### src/rtl/mptw_mem_arbiter.sv
// Round-robin arbiter that shares one memory master port among NUM_REQ requesters.
// An in-order tag FIFO of winner IDs routes each response back to its issuer.
module mptw_mem_arbiter #(
    parameter int unsigned NUM_REQ         = 3,
    parameter int unsigned DATA_WIDTH      = 64,
    parameter int unsigned ADDR_WIDTH      = 64,
    parameter int unsigned MAX_OUTSTANDING = 4
) (
    input  logic                                    clk_i,
    input  logic                                    rst_ni,
    input  logic                                    flush_i,
    input  logic [NUM_REQ-1:0]                      slave_mem_req,
    output logic [NUM_REQ-1:0]                      slave_mem_gnt,
    output logic [NUM_REQ-1:0]                      slave_mem_valid,
    input  logic [NUM_REQ-1:0][ADDR_WIDTH-1:0]      slave_mem_addr,
    input  logic [NUM_REQ-1:0][DATA_WIDTH-1:0]      slave_mem_wdata,
    input  logic [NUM_REQ-1:0]                      slave_mem_we,
    input  logic [NUM_REQ-1:0][DATA_WIDTH/8-1:0]    slave_mem_be,
    output logic [NUM_REQ-1:0][DATA_WIDTH-1:0]      slave_mem_rdata,
    output logic [NUM_REQ-1:0]                      slave_mem_error,
    output logic                                    master_mem_req,
    input  logic                                    master_mem_gnt,
    input  logic                                    master_mem_valid,
    output logic [ADDR_WIDTH-1:0]                   master_mem_addr,
    output logic [DATA_WIDTH-1:0]                   master_mem_wdata,
    output logic                                    master_mem_we,
    output logic [DATA_WIDTH/8-1:0]                 master_mem_be,
    input  logic [DATA_WIDTH-1:0]                   master_mem_rdata,
    input  logic                                    master_mem_error,
    output logic [$clog2(MAX_OUTSTANDING):0]        outstanding_o,
    output logic                                    idle_o,
    output logic                                    protocol_error_o
);

    localparam int unsigned IDW  = $clog2(NUM_REQ);
    localparam int unsigned PTRW = $clog2(MAX_OUTSTANDING);
    localparam int unsigned CNTW = PTRW + 1;

    logic [IDW-1:0]  rr_q;
    logic            lock_q;
    logic [IDW-1:0]  lock_id_q;
    logic [IDW-1:0]  fifo_q [MAX_OUTSTANDING];
    logic [PTRW-1:0] head_q, tail_q;
    logic [CNTW-1:0] count_q;
    logic            proto_err_q;

    logic [NUM_REQ-1:0] eligible;
    logic               full;
    logic               empty;
    logic [IDW-1:0]     rr_sel;
    logic [IDW-1:0]     sel;
    logic               gnt_fire;
    logic               pop;
    logic [IDW-1:0]     head_id;

    assign full     = (count_q == CNTW'(MAX_OUTSTANDING));
    assign empty    = (count_q == '0);
    assign eligible = slave_mem_req & ~{NUM_REQ{full}};
    assign head_id  = fifo_q[head_q];

    always_comb begin : p_rr_search
        logic found;
        found  = 1'b0;
        rr_sel = rr_q;
        for (int k = 0; k < int'(NUM_REQ); k++) begin
            if (!found && slave_mem_req[(int'(rr_q) + k) % int'(NUM_REQ)]) begin
                found  = 1'b1;
                rr_sel = IDW'((int'(rr_q) + k) % int'(NUM_REQ));
            end
        end
    end

    // A waiting (locked) request must stay asserted even under flush or full.
    always_comb begin
        master_mem_req = 1'b0;
        sel            = rr_sel;
        if (lock_q) begin
            master_mem_req = 1'b1;
            sel            = lock_id_q;
        end else if (!flush_i && !full) begin
            master_mem_req = |eligible;
        end
    end

    always_comb begin
        master_mem_addr  = '0;
        master_mem_wdata = '0;
        master_mem_we    = 1'b0;
        master_mem_be    = '0;
        if (master_mem_req) begin
            master_mem_addr  = slave_mem_addr[sel];
            master_mem_wdata = slave_mem_wdata[sel];
            master_mem_we    = slave_mem_we[sel];
            master_mem_be    = slave_mem_be[sel];
        end
    end

    assign gnt_fire = master_mem_req & master_mem_gnt;
    assign pop      = master_mem_valid & ~empty;

    always_comb begin
        slave_mem_gnt   = '0;
        slave_mem_valid = '0;
        slave_mem_error = '0;
        for (int i = 0; i < int'(NUM_REQ); i++) begin
            slave_mem_gnt[i]   = gnt_fire && (sel == IDW'(i));
            slave_mem_valid[i] = pop && (head_id == IDW'(i));
            slave_mem_error[i] = pop && (head_id == IDW'(i)) && master_mem_error;
        end
    end

    assign slave_mem_rdata  = {NUM_REQ{master_mem_rdata}};
    assign outstanding_o    = count_q;
    assign idle_o           = ~master_mem_req & empty;
    assign protocol_error_o = proto_err_q;

    always_ff @(posedge clk_i or negedge rst_ni) begin
        if (!rst_ni) begin
            rr_q        <= '0;
            lock_q      <= 1'b0;
            lock_id_q   <= '0;
            head_q      <= '0;
            tail_q      <= '0;
            count_q     <= '0;
            proto_err_q <= 1'b0;
            for (int i = 0; i < int'(MAX_OUTSTANDING); i++) begin
                fifo_q[i] <= '0;
            end
        end else begin
            if (master_mem_req && !master_mem_gnt) begin
                lock_q    <= 1'b1;
                lock_id_q <= sel;
            end else if (master_mem_gnt) begin
                lock_q <= 1'b0;
            end

            if (gnt_fire) begin
                fifo_q[tail_q] <= sel;
                tail_q         <= tail_q + 1'b1;
                rr_q           <= IDW'((int'(sel) + 1) % int'(NUM_REQ));
            end
            if (pop) begin
                head_q <= head_q + 1'b1;
            end

            case ({gnt_fire, pop})
                2'b10:   count_q <= count_q + 1'b1;
                2'b01:   count_q <= count_q - 1'b1;
                default: count_q <= count_q;
            endcase

            if (master_mem_valid && empty) begin
                proto_err_q <= 1'b1;
            end
        end
    end

endmodule

### config.mk
export PLATFORM = sky130hd
export DESIGN_NAME = mptw_mem_arbiter
export DESIGN_NICKNAME = d
export VERILOG_FILES = /design/src/rtl/mptw_mem_arbiter.sv
export SDC_FILE = /design/constraint.sdc
export NUM_CORES = 1
export LEC_CHECK = 0
export ABC_AREA = 1
export ABC_CLOCK_PERIOD_IN_PS = 7130
export CAP_MARGIN = 20
export CORE_AREA = 2 2 325 327
export DETAILED_ROUTE_END_ITERATION = 7
export DIE_AREA = 0 0 327 329
export GPL_ROUTABILITY_DRIVEN = 0
export PLACE_DENSITY = 0.32
export SLEW_MARGIN = 15
export SYNTH_ARGS = -nofsm -noshare
export SYNTH_HDL_FRONTEND = slang
export SYNTH_SLANG_ARGS = --single-unit
### constraint.sdc
create_clock -name clk_i -period 7.13 [get_ports clk_i]
set_clock_uncertainty 0.15 [all_clocks]
set_input_delay 1.426 -clock clk_i [delete_from_list [all_inputs] [get_ports clk_i]]
set_output_delay 1.426 -clock clk_i [all_outputs]
set_load 0.1 [all_outputs]
==> impl_results.md <==
* Status: finished clean
* Synth area leader: nand3_1
* Clock Pin Slew Worst Setup and Hold Paths at 0.06 ns
* Final Hold Fails at 0
* # Post-CTS Setup Buffers at 0
* GR Util met1 at 11.4%
* Layout cell share with drive strength beyond 1 at 16.3%
* Synth Net Count at 1,937
* Router iterations before antenna repair at 5
* FF+latch count, synth at 21
* Port bufs at 571
* Initial Util at 7.90%
* Cell Area, Synth at 8250 um2
* Root Buffer: clkbuf_16
* Hpwl dp at 45,400 um
* Sequential share of the synthesized area at 6.37%
* FP Rows at 119
* Antenna violations before repair at 9
* Routing usage on met3 at 4.47%
* Unrepaired setup endpoints after global routing: false
* Post-cts sizing count at 0
* Fin crit period at 5.88 ns
* CTS Buffer Depth at 2
* Pin count of the biggest net entering global routing at 138
* Cts bufs inserted at 3
* Fmax at 170 MHz
* Top Usage Layer GRT: met2
* Area growth from synthesis to layout at 87.6%
* DIE AREA at 108,000 um2
* Synth top area share at 20.6%
* Vias per cell at 3.25
* Crit start category: input port
* Clock Latency Late Sink at 0.26 ns
* Final Max Tran Viols at 0
* CTS hold repair buffers at 0
* Max-slew headroom at 32.4%
* First-pass GRT wire length at 78,200 um
* Synth cell types at 31
* Final routed DRC violation total at 0
* Clock sink count at 21
* Routed WL at 56,300 um
* Die Wd at 327 um
* Final period util at 82.5%
* Cells after synthesis at 1,441
* Avg WL per Cell at 18.0 um
* Worst path cell trace: clkdlybuf4s50_1 > inv_1 > nand2_1 > nand3_1 > nand2_1 > nand3_2 > nor2_1 > nor2_1 > nand2_8 > buf_12 > nand3_1 > nand3_1 > a21oi_1 > buf_12
* Worst EP required at 5.55 ns
* Bufs and invs on worst path at 4
* GRT Util Overall at 9.84%
* Top post-synthesis cells by count: 339 x nand3_1, 304 x inv_1, 196 x buf_4, 178 x nand2_1, 124 x a21oi_1
* Congestion Overflow GR at 0
* CP arrival at 4.31 ns
* H-tree Lvls at 1
* CP max stage delay at 0.54 ns
* Avg Cell Area, Syn at 5.72 um2
* Synth Flop Type: dfrtp_1
* CP top delay family: buffers and inverters
* Slowest CP cell: clkdlybuf4s50_1
* Core area at 104,000 um2
* Final ANT Viol Nets at 0
* Post-synth EDFFs at 0
* Die Span Y at 329 um
* Asr flop ratio synth at 100%
* Worst min path class: reg -> reg
* Layout fillers at 12,100
* Worst setup EP type: output port
* Yosys warns at 0
* TNS Setup at 0 ns
* Most frequent cell after synthesis: nand3_1
* Max-Cap Viols at 0
* Crit-path max FO at 137
* Top cells by area, synth: nand3_1 21%, buf_4 18%, inv_1 14%
* IO Pins at 828
* Kind of critical path: in -> out
* DRT iter0 DRCs at 351
* CTS tree: built
* Actual slew at the worst max-slew pin at 1.01 ns
* Vias in the first global route at 10,600
* Setup violators final at 0
* Met2 usage at 15.9%
* Via count at 10,200
* CP dominant cell by count: nand3_1
* Final Net Count at 2,237
==> routing by layer <==
| layer | wire, um | vias to the layer above |
|---|---|---|
| met3 | 6130 | 103 |
| met4 | 2060 | 14 |
| li1 | - | 4928 |
| met5 | 208 | - |
| met2 | 25600 | 521 |
| met1 | 22300 | 4617 |
==> through the flow <==
step	setup slack (ns)	area [um2]	utilization (%)	std cells	hold slack (ns)
floorplan	1.06	8250	-	1441	0.303
global placement	1.18	15400	14.7	3127	0.296
detailed placement	1.21	15400	14.7	3127	0.301
CTS	1.20	15500	14.8	3131	0.317
global route	1.02	15500	14.8	3131	0.345
finish	1.25	15500	14.8	3133	0.317
==> final timing paths <==
kind | startpoint | endpoint | slack (ns) | depth (start not counted)
min in group asynchronous | rst_ni | head_q[1]$_DFFE_PN0P_ | 1.39 | 2
worst max register to register | rr_q[0]$_DFFE_PN0N_ | rr_q[0]$_DFFE_PN0N_ | 4.20 | 16
worst max-delay path | slave_mem_req[1] | master_mem_wdata[37] | 1.25 | 14
worst min register to register | protocol_error_o$_DFFE_PN0P_ | protocol_error_o$_DFFE_PN0P_ | 0.32 | 1
worst min-delay path | protocol_error_o$_DFFE_PN0P_ | protocol_error_o$_DFFE_PN0P_ | 0.32 | 1
max in group asynchronous | rst_ni | head_q[0]$_DFFE_PN0P_ | 5.19 | 2
==> layout by cell type, fill, tap and decap left out, drive strengths merged, types with 2 or more instances in the layout <==
cell,instances
a21oi,144
buf,163
clkbuf,4
clkdlybuf4s50,431
dfrtp,21
diode,2
ha,11
inv,309
nand2,183
nand3,425
nor2,20
nor3,5
o21a,5
o21ai,10
xnor2,2
xor2,2
==> area by class of cell <==
cell class	count	area, um2	area share [%]
well taps	1391	1740	11.2
clock buffers	4	78.8	0.510
inverters	309	1180	7.61
flip-flops and latches	21	526	3.40
diodes	2	5.00	0.0323
multi-input cells	812	4520	29.2
repair buffers	594	7430	48.0
==> flip-flops by register name, summed over array words and instances, names as in the netlist <==
signal / flops
lock_q: 1
tail_q: 2
protocol_error_o: 1
lock_id_q: 2
fifo_q: 8
rr_q: 2
head_q: 2
outstanding_o: 3
==> cells by family after synthesis <==
logic type / Yosys count / share of synthesized area, %
XOR/XNOR: 4 / 0.425
buffers and inverters: 608 / 39.4
flip-flops: 21 / 6.37
AND/OR/NAND/NOR: 633 / 40.8
adder cells (fa/ha/maj): 12 / 1.91
AO/OA/AOI/OAI: 163 / 11.1
Power is not shown: default switching activity piles up to over one toggle a cycle in this logic, so the estimate is an artifact.
